### config.mk
export PLATFORM = sky130hd
export DESIGN_NAME = mux_response_scanner
export DESIGN_NICKNAME = d
export VERILOG_FILES = /design/src/rtl/mux_response_scanner.sv
export SDC_FILE = /design/constraint.sdc
export NUM_CORES = 1
export LEC_CHECK = 0
export CAP_MARGIN = 20
export CORE_MARGIN = 4
export CORE_UTILIZATION = 28
export DETAILED_ROUTE_END_ITERATION = 8
export SLEW_MARGIN = 0
export SYNTH_ARGS = -nofsm -noshare
export SYNTH_HDL_FRONTEND = slang
export SYNTH_SLANG_ARGS = --single-unit
### constraint.sdc
create_clock -name clk -period 3.9 [get_ports clk]
set_clock_uncertainty 0.15 [all_clocks]
set_input_delay 0.78 -clock clk [delete_from_list [all_inputs] [get_ports clk]]
set_output_delay 0.78 -clock clk [all_outputs]
set_load 0.02 [all_outputs]
### src/rtl/mux_response_scanner.sv
// Scans an external 16:1 mux: drives each select in turn, waits for the mux
// output to settle, samples it, and presents the 16 samples as one word.
module mux_response_scanner #(
  parameter int SETTLE_CYCLES = 4
) (
  input  logic        clk,
  input  logic        rst,
  input  logic        start,
  input  logic        mux_in,
  output logic [3:0]  sel,
  output logic        busy,
  output logic [15:0] resp,
  output logic        resp_valid,
  input  logic        resp_ready
);

  typedef enum logic [1:0] {IDLE, SETTLE, SAMPLE, DONE} state_t;

  localparam logic [7:0] CNT_LOAD = 8'(SETTLE_CYCLES - 1);

  state_t      state_reg, state_next;
  logic [3:0]  sel_reg, sel_next;
  logic [7:0]  cnt_reg, cnt_next;
  logic [15:0] shadow_reg, shadow_next;
  logic [15:0] resp_reg, resp_next;

  always_ff @(posedge clk) begin
    if (rst) begin
      state_reg  <= IDLE;
      sel_reg    <= 4'd0;
      cnt_reg    <= 8'd0;
      shadow_reg <= 16'h0000;
      resp_reg   <= 16'h0000;
    end else begin
      state_reg  <= state_next;
      sel_reg    <= sel_next;
      cnt_reg    <= cnt_next;
      shadow_reg <= shadow_next;
      resp_reg   <= resp_next;
    end
  end

  always_comb begin
    state_next  = state_reg;
    sel_next    = sel_reg;
    cnt_next    = cnt_reg;
    shadow_next = shadow_reg;
    resp_next   = resp_reg;
    case (state_reg)
      IDLE: begin
        if (start) begin
          state_next  = SETTLE;
          sel_next    = 4'd0;
          cnt_next    = CNT_LOAD;
          shadow_next = 16'h0000;
        end
      end
      SETTLE: begin
        if (cnt_reg == 8'd0) begin
          state_next = SAMPLE;
        end else begin
          cnt_next = cnt_reg - 8'd1;
        end
      end
      SAMPLE: begin
        shadow_next[sel_reg] = mux_in;
        // The final sample goes straight into resp along with the earlier ones.
        if (sel_reg == 4'd15) begin
          resp_next  = shadow_next;
          state_next = DONE;
        end else begin
          sel_next   = sel_reg + 4'd1;
          cnt_next   = CNT_LOAD;
          state_next = SETTLE;
        end
      end
      DONE: begin
        if (resp_ready) begin
          state_next = IDLE;
          sel_next   = 4'd0;
        end
      end
      default: state_next = IDLE;
    endcase
  end

  assign sel        = sel_reg;
  assign busy       = (state_reg == SETTLE) || (state_reg == SAMPLE);
  assign resp_valid = (state_reg == DONE);
  assign resp       = resp_reg;

endmodule
==> results of run 1 <==
==> worst max-delay path by stage <==
| stage | endpoint | slack (ns) | cells past startpoint |
|---|---|---|---|
| after floorplan | cnt_reg[3] | 1.91 | 6 |
| after global placement | cnt_reg[3] | 1.34 | 5 |
| after detailed placement | cnt_reg[3] | 1.30 | 5 |
| after CTS | sel[3] | 1.14 | 1 |
| after global routing | sel[3] | 1.04 | 1 |
| final | sel[3] | 1.13 | 1 |
==> worst reg2reg max path, stage by stage (launching register included) <==
cell,delay [ns]
dfxtp_1,0.79
nand4_1,0.44
a31oi_1,0.68
nand2_1,0.12
mux2i_1,0.15
==> final cells by class <==
cell class | count | area (sq um)
Clock buffer | 5 | 68.8
Clock inverter | 3 | 46.3
Fill cell | 808 | 5100
Inverter | 7 | 26.3
Multi-Input combinational cell | 178 | 1260
Sequential cell | 45 | 901
Tap cell | 102 | 128
Timing Repair Buffer | 29 | 283
==> cell usage in the layout (no fill, tap or decap), drive strengths merged, types with 2 or more instances in the layout <==
master         instances
o41ai                  2
or4                    4
nor3b                  4
or3                    2
a31oi                  2
clkbuf                 5
nor4                   4
ha                    12
buf                    3
nand2b                 3
a21oi                  7
clkdlybuf4s50         26
nand4                  3
inv                    7
nand3b                 8
nor2b                  2
a2bb2oi               15
nand2                  9
dfxtp                 45
a211oi                18
nor3                   3
nor2                  35
a21boi                 4
mux2i                 18
o21ai                  4
nand4b                 2
nand3                  7
==> routing by layer <==
metal / routed length, um / GRT usage, % / up-vias
met2: 2290 / 16.6 / 32
met4: 42 / 3.62 / 0
met5: 0 / 0 / -
met3: 132 / 2.43 / 2
met1: 2530 / 15.0 / 882
li1: - / - / 939
==> through the flow <==
step / cells / hold WS [ns] / worst slack (ns) / area [sq um] / utilization (%)
global placement: 361 / 0.297 / 1.34 / 2600 / 33.3
detailed placement: 361 / 0.304 / 1.30 / 2600 / 33.3
global route: 369 / 0.347 / 1.04 / 2710 / 34.7
CTS: 369 / 0.316 / 1.14 / 2710 / 34.7
finish: 369 / 0.312 / 1.13 / 2710 / 34.7
floorplan: 248 / 0.305 / 1.91 / 2270 / -
==> power by group through the flow <==
stage / Combinational [mW] / Clock, mW / Sequential (mW)
2_1_floorplan: 0.378 / 0 / 0.550
3_3_place_gp: 0.477 / 0 / 0.558
3_5_place_dp: 0.483 / 0 / 0.558
4_1_cts: 0.485 / 0.368 / 0.549
5_1_grt: 0.535 / 0.388 / 0.556
6_report: 0.482 / 0.356 / 0.549
==> cells by family (layout without fill, tap and decap cells) <==
kind of cell	Yosys count	in the layout	share of synthesized area, %
simple gates	91	91	21.4
compound gates	57	57	19.5
flops	45	45	39.8
buf+inv	25	44	4.69
mux	18	18	7.95
fa+ha+maj	12	12	6.63
==> results by group, run 1 <==
Timing
  – Post-Route Setup TNS: 0 ns
  – Post-layout min period: around 2.8 ns
  – Final count of pins violating max slew: 0
  – Relative max-transition margin: between 50% and 60%
  – Worst Tran Pin Value: about 0.71 ns
  – Peak clock frequency supported by timing: around 0.36 GHz
  – Final hold violations: 0
  – Share of the clock period used by the worst path after layout: a little under three quarters
  – Setup repair after global routing missed its margin: no
  – Final Setup Violations: 0

Yosys
  – Number of enable-type register cells in the synthesized netlist: 0
  – Primary FF master, synth: dfxtp_1
  – Commonest cells post-synth: 45 x dfxtp_1, 35 x nor2_1, 18 x a211oi_1, 18 x mux2i_1, 15 x a2bb2oi_1
  – Library cell occupying the most area in the post-synthesis netlist: dfxtp_1
  – Cell with the most instances after synthesis: dfxtp_1
  – Number of nets in the synthesized netlist: ~270
  – Yosys warning count: 0
  – Count of unique library cells instantiated by Yosys: 45
  – Avg Cell Area, Syn: between 9 and 10 sq um
  – Number of synthesized register bits: 45
  – Post-Synthesis Cells: about 250
  – Fraction of synthesized cell area taken by the top area cell type: 39.8%
  – Fraction of registers with async set or reset after synthesis: 0%
  – Post-Synthesis Cell Area: between 2000 and 2500 sq um
  – Post-synthesis sequential area ratio: 39.8%
  – Cells taking the most area after synthesis: dfxtp_1 40%, mux2i_1 8.0%, ha_1 6.6%

Flow run
  – Max-cap violation count: 0

Floorplan
  – Die Outline Area: ~9600 sq um
  – Starting utilization of the core area: slightly below 30%
  – IO Count: 27
  – Die Y-Extent: about 100 um
  – Core Rows: 32
  – Die width: just under 100 um
  – Core area: approximately 7800 sq um

Layout
  – # diodes: 0
  – Max FFs per register: 16
  – Final net count: around 280
  – Area Growth Syn to Fin: 19.7%
  – Fraction of final layout cells with drive strength greater than 1: around 6.0%

Placement
  – Weighted congestion reported at the end of routability-driven placement: about 0.74
  – Total half-perimeter wirelength after legalization and detailed placement: about 3400 um
  – Number of buffer cells added on primary ports: 26

Pwr
  – Leakage power: between 0.9 and 1 nW
  – Power per cell area: ~510 nW/um^2
  – Maximum resistive drop on vdd: around 0.15 mV
  – Share of total power consumed by net switching: 34.9%
  – Switching power of the nets: 0.484 mW
  – Clock share of power: about a quarter
  – Total power: approximately 1.4 mW
  – Share of total power in combinational logic: between 30% and 40%
  – Share of total power in sequential cells: ~40%
  – Cell-internal power: roughly 0.9 mW

Clocking
  – Root cell of the clock tree: clkbuf_8
  – Source-to-sink clock delay at the later pin of the worst-skew pair: between 0.2 and 0.3 ns
  – Cts hold-fix bufs: 0
  – Max Buffers Root-to-Sink: 2
  – Setup Buffers After CTS: 0
  – TritonCTS clock tree: done
  – Clock-pin slew on the worst setup and hold paths: roughly 0.090 ns
  – H-Tree Level Count: 2
  – Total CTS buffers: 5
  – Resize count post-CTS: 0
  – CTS Sinks: 45

Hold path
  – Hold EP: resp[15]
  – Worst hold path startpoint: resp[15]
  – Hold Path Class: flop to flop
  – Worst hold path cell count: 2

Run status
  – Outcome: complete, no violations

Worst setup path
  – Worst Setup Path Type: flop to output port
  – Slowest stage cell, crit path: dfxtp_1
  – Worst EP required: 2.97 ns
  – Worst setup slack for register-to-register paths: between 1.5 and 2 ns
  – Category of the worst setup path launch point: flop
  – Endpoint class of the critical path: output port
  – Cells along the critical path: clkdlybuf4s50_1
  – Cell family contributing the most delay on the critical path: flip-flops
  – Worst r2r src: sel[3]
  – Critical register-to-register path endpoint: cnt_reg[7]
  – CP max FO: 22
  – Buffering stage count on the worst path with inverters included: 1
  – Max incr delay on CP: roughly 0.79 ns
  – Worst endpoint data arrival time: about 1.8 ns
  – Timing startpoint of the critical path: sel[3]
  – Worst Reg2Reg Path Length in Cells: 4

GRT
  – Wire length of the first global-routing pass: 8690 um
  – Pin count of the biggest net entering global routing: 41
  – Antenna violations before repair: 0
  – Overall track demand over capacity in global routing: around 11%
  – Via count of the first global-routing pass: 1832
  – Gr ovfl total: 0

Drt
  – Length of the first detailed-routing pass in iterations: 4
  – Initial DRC Count: 89
  – Antenna-violating nets left: 0
  – Remaining routing DRC violations: 0
  – Detailed-route wire length: between 4000 and 5000 um
  – Post-detailed-route via-to-cell ratio: between 5 and 6
  – Total number of vias: around 1900
  – Routed wire per std cell: between 10 and 15 um
Note: power is estimated with default switching activity, not from simulation.
==> inputs of run 2 (changes only) <==
Clock period 3.9 ns to 2.7 ns, I/O delays scaled along.
==> run 2 against run 1 <==
  * Routed wire length rose by 0.56%
  * Non-clock buffer count rose by 8
  * Critical endpoint is now busy
  * Via count rose by 0.65%
  * Power rose by 40%
  * Sequential cell count did not move
  * Worst hold slack improved by 0.0075 ns
==> results by group, run 2 (synthesis gave the netlist of run 1 again) <==
Clocking
  – Total CTS buffers: 5 (unchanged)
  – Max Buffers Root-to-Sink: 2 (unchanged)
  – Root cell of the clock tree: clkbuf_8 (unchanged)
  – Setup Buffers After CTS: 0 (unchanged)
  – Source-to-sink clock delay at the later pin of the worst-skew pair: 0.30 ns (was 0.29 ns)
  – TritonCTS clock tree: done (unchanged)
  – Clock-pin slew on the worst setup and hold paths: 0.09 ns (about the same)
  – Cts hold-fix bufs: 0 (unchanged)
  – Resize count post-CTS: 0 (unchanged)
  – CTS Sinks: 45 (unchanged)
  – H-Tree Level Count: 2 (unchanged)

GRT
  – Pin count of the biggest net entering global routing: 22 (was 41)
  – Overall track demand over capacity in global routing: 10.6% (was 10.8%)
  – Antenna violations before repair: 0 (unchanged)
  – Wire length of the first global-routing pass: 8580 um (was 8690 um)
  – Via count of the first global-routing pass: 1810 (was 1832)
  – Gr ovfl total: 0 (unchanged)

Hold path
  – Worst hold path cell count: 2 (unchanged)
  – Worst hold path startpoint: resp[15] (unchanged)
  – Hold Path Class: flop to flop (unchanged)
  – Hold EP: resp[15] (unchanged)

Pwr
  – Power per cell area: 707 nW/um^2 (was 512 nW/um^2)
  – Share of total power in sequential cells: 40.8% (was 39.6%)
  – Switching power of the nets: 0.715 mW (was 0.484 mW)
  – Maximum resistive drop on vdd: 0.259 mV (was 0.154 mV)
  – Total power: 1.94 mW (was 1.39 mW)
  – Share of total power in combinational logic: 36.7% (was 34.7%)
  – Cell-internal power: 1.23 mW (was 0.903 mW)
  – Leakage power: 1.01 nW (was 0.980 nW)
  – Clock share of power: 22.4% (was 25.7%)
  – Share of total power consumed by net switching: 36.8% (was 34.9%)

Layout
  – Layout filler cell count: 795 (was 808)
  – # diodes: 0 (unchanged)
  – Final net count: 291 (was 283)
  – Area Growth Syn to Fin: 21.4% (was 19.7%)
  – Area of all placed cells without fillers: 2750 sq um (was 2710 sq um)
  – Commonest non-fill, non-tap cells in the layout: 45 x dfxtp_1, 35 x nor2_1, 26 x clkdlybuf4s50_1 (unchanged)
  – Leading cell type in the layout, fill and taps excluded: dfxtp_1 (unchanged)
  – Finished Core Util: 35.2% (was 34.7%)
  – Fraction of final layout cells with drive strength greater than 1: 8.73% (was 5.99%)
  – Max FFs per register: 16 (unchanged)

Worst setup path
  – Worst Reg2Reg Path Length in Cells: 6 (was 4)
  – Timing startpoint of the critical path: state_reg[0] (was sel[3])
  – Endpoint class of the critical path: output port (unchanged)
  – Worst Setup Path Type: flop to output port (unchanged)
  – Cells along the critical path: inv_1, ha_1, clkdlybuf4s50_1 (was clkdlybuf4s50_1)
  – Slowest stage cell, crit path: clkdlybuf4s50_1 (was dfxtp_1)
  – Worst setup slack for register-to-register paths: 0.54 ns (was 1.52 ns)
  – Worst EP required: 2.01 ns (was 2.97 ns)
  – CP max FO: 5 (was 22)
  – Critical register-to-register path endpoint: cnt_reg[3] (was cnt_reg[7])
  – Max incr delay on CP: 0.59 ns (was 0.79 ns)
  – Category of the worst setup path launch point: flop (unchanged)
  – Worst endpoint data arrival time: 1.70 ns (was 1.84 ns)
  – Worst r2r src: state_reg[1] (was sel[3])

Timing
  – Share of the clock period used by the worst path after layout: roughly nine tenths
  – Final Setup Violations: 0 (unchanged)
  – Final hold violations: 0 (unchanged)
  – Relative max-transition margin: 61.2% (was 52.3%)
  – Post-layout min period: 2.39 ns
  – Peak clock frequency supported by timing: roughly 0.42 GHz
  – Post-Route Setup TNS: 0 ns (unchanged)
  – Worst Tran Pin Value: 0.577 ns (was 0.714 ns)
  – Setup repair after global routing missed its margin: no (unchanged)
  – Final count of pins violating max slew: 0 (unchanged)

Floorplan
  – Starting utilization of the core area: 29.0% (unchanged)
  – IO Count: 27 (unchanged)
  – Die Y-Extent: 98.0 um (unchanged)
  – Core Rows: 32 (unchanged)
  – Die Outline Area: 9600 sq um (unchanged)
  – Core area: 7810 sq um (unchanged)
  – Die width: 98.0 um (unchanged)

Drt
  – Total number of vias: 1867 (was 1855)
  – Post-detailed-route via-to-cell ratio: 4.95 (was 5.03)
  – Routed wire per std cell: 13.3 um (was 13.5 um)
  – Detailed-route wire length: 5020 um (was 4990 um)
  – Initial DRC Count: 102 (was 89)
  – Length of the first detailed-routing pass in iterations: 4 (unchanged)
  – Antenna-violating nets left: 0 (unchanged)
  – Remaining routing DRC violations: 0 (unchanged)

Flow run
  – Max-cap violation count: 0 (unchanged)

Placement
  – Number of buffer cells added on primary ports: 26 (unchanged)
  – Cell Area, Placed: 2660 sq um (was 2600 sq um)
  – Total half-perimeter wirelength after legalization and detailed placement: 3610 um (was 3370 um)
  – Weighted congestion reported at the end of routability-driven placement: 0.797 (was 0.737)

Run status
  – Outcome: complete, no violations (unchanged)
run 2: cell count changes in the layout (fill, tap and decap cells not counted), sizes merged:
cell,delta
buf,+8
inv,+1
bufinv,-1
run 2: layout make-up:
class,count,area [sq um],share of cell area (%)
multi-input cells,178,1260,45.8
flip-flops and latches,45,901,32.8
repair buffers,37,343,12.5
well taps,102,128,4.64
clock buffers,5,68.8,2.50
inverters,7,26.3,0.955
clock inverters,3,25.0,0.910
run 2: how the worst max path moves through the flow:
| stage | cells after the start | slack [ns] | endpoint |
|---|---|---|---|
| after floorplan | 6 | 0.71 | cnt_reg[3] |
| after global routing | 3 | 0.24 | busy |
| after CTS | 3 | 0.30 | busy |
| final | 3 | 0.31 | busy |
| after global placement | 5 | 0.37 | cnt_reg[3] |
| after detailed placement | 5 | 0.33 | cnt_reg[3] |
run 2: critical path: cells and delay by family, from the launching register on:
kind / cells / cell delay, ns
buffers and inverters: 2 / 0.71
flip-flops: 1 / 0.41
adder cells (fa/ha/maj): 1 / 0.29
run 2: per-stage QoR:
stage          hold WS, ns  worst slack, ns  std cells
2_1_floorplan        0.305            0.711        248
5_1_grt              0.366            0.241        377
3_5_place_dp         0.307            0.327        369
3_3_place_gp         0.315            0.370        369
4_1_cts              0.321            0.295        377
6_report             0.319            0.309        377
run 2: metal layers:
| layer | part of all wire [%] | vias to the layer above | GRT usage (%) | routed length [um] |
|---|---|---|---|---|
| li1 | - | 966 | - | - |
| met1 | 53 | 871 | 14.5 | 2640 |
| met2 | 44 | 24 | 16.5 | 2190 |
| met3 | 2.5 | 6 | 2.36 | 124 |
| met4 | 1.2 | 0 | 3.83 | 62 |
| met5 | 0 | - | 0 | 0 |
run 2: power by group through the flow:
| stage | registers [mW] | clock network (mW) | logic (mW) |
|---|---|---|---|
| 6_report | 0.794 | 0.437 | 0.715 |
| 5_1_grt | 0.805 | 0.480 | 0.803 |
| 4_1_cts | 0.792 | 0.453 | 0.720 |
| 3_5_place_dp | 0.807 | 0 | 0.716 |
| 3_3_place_gp | 0.807 | 0 | 0.711 |
| 2_1_floorplan | 0.795 | 0 | 0.547 |
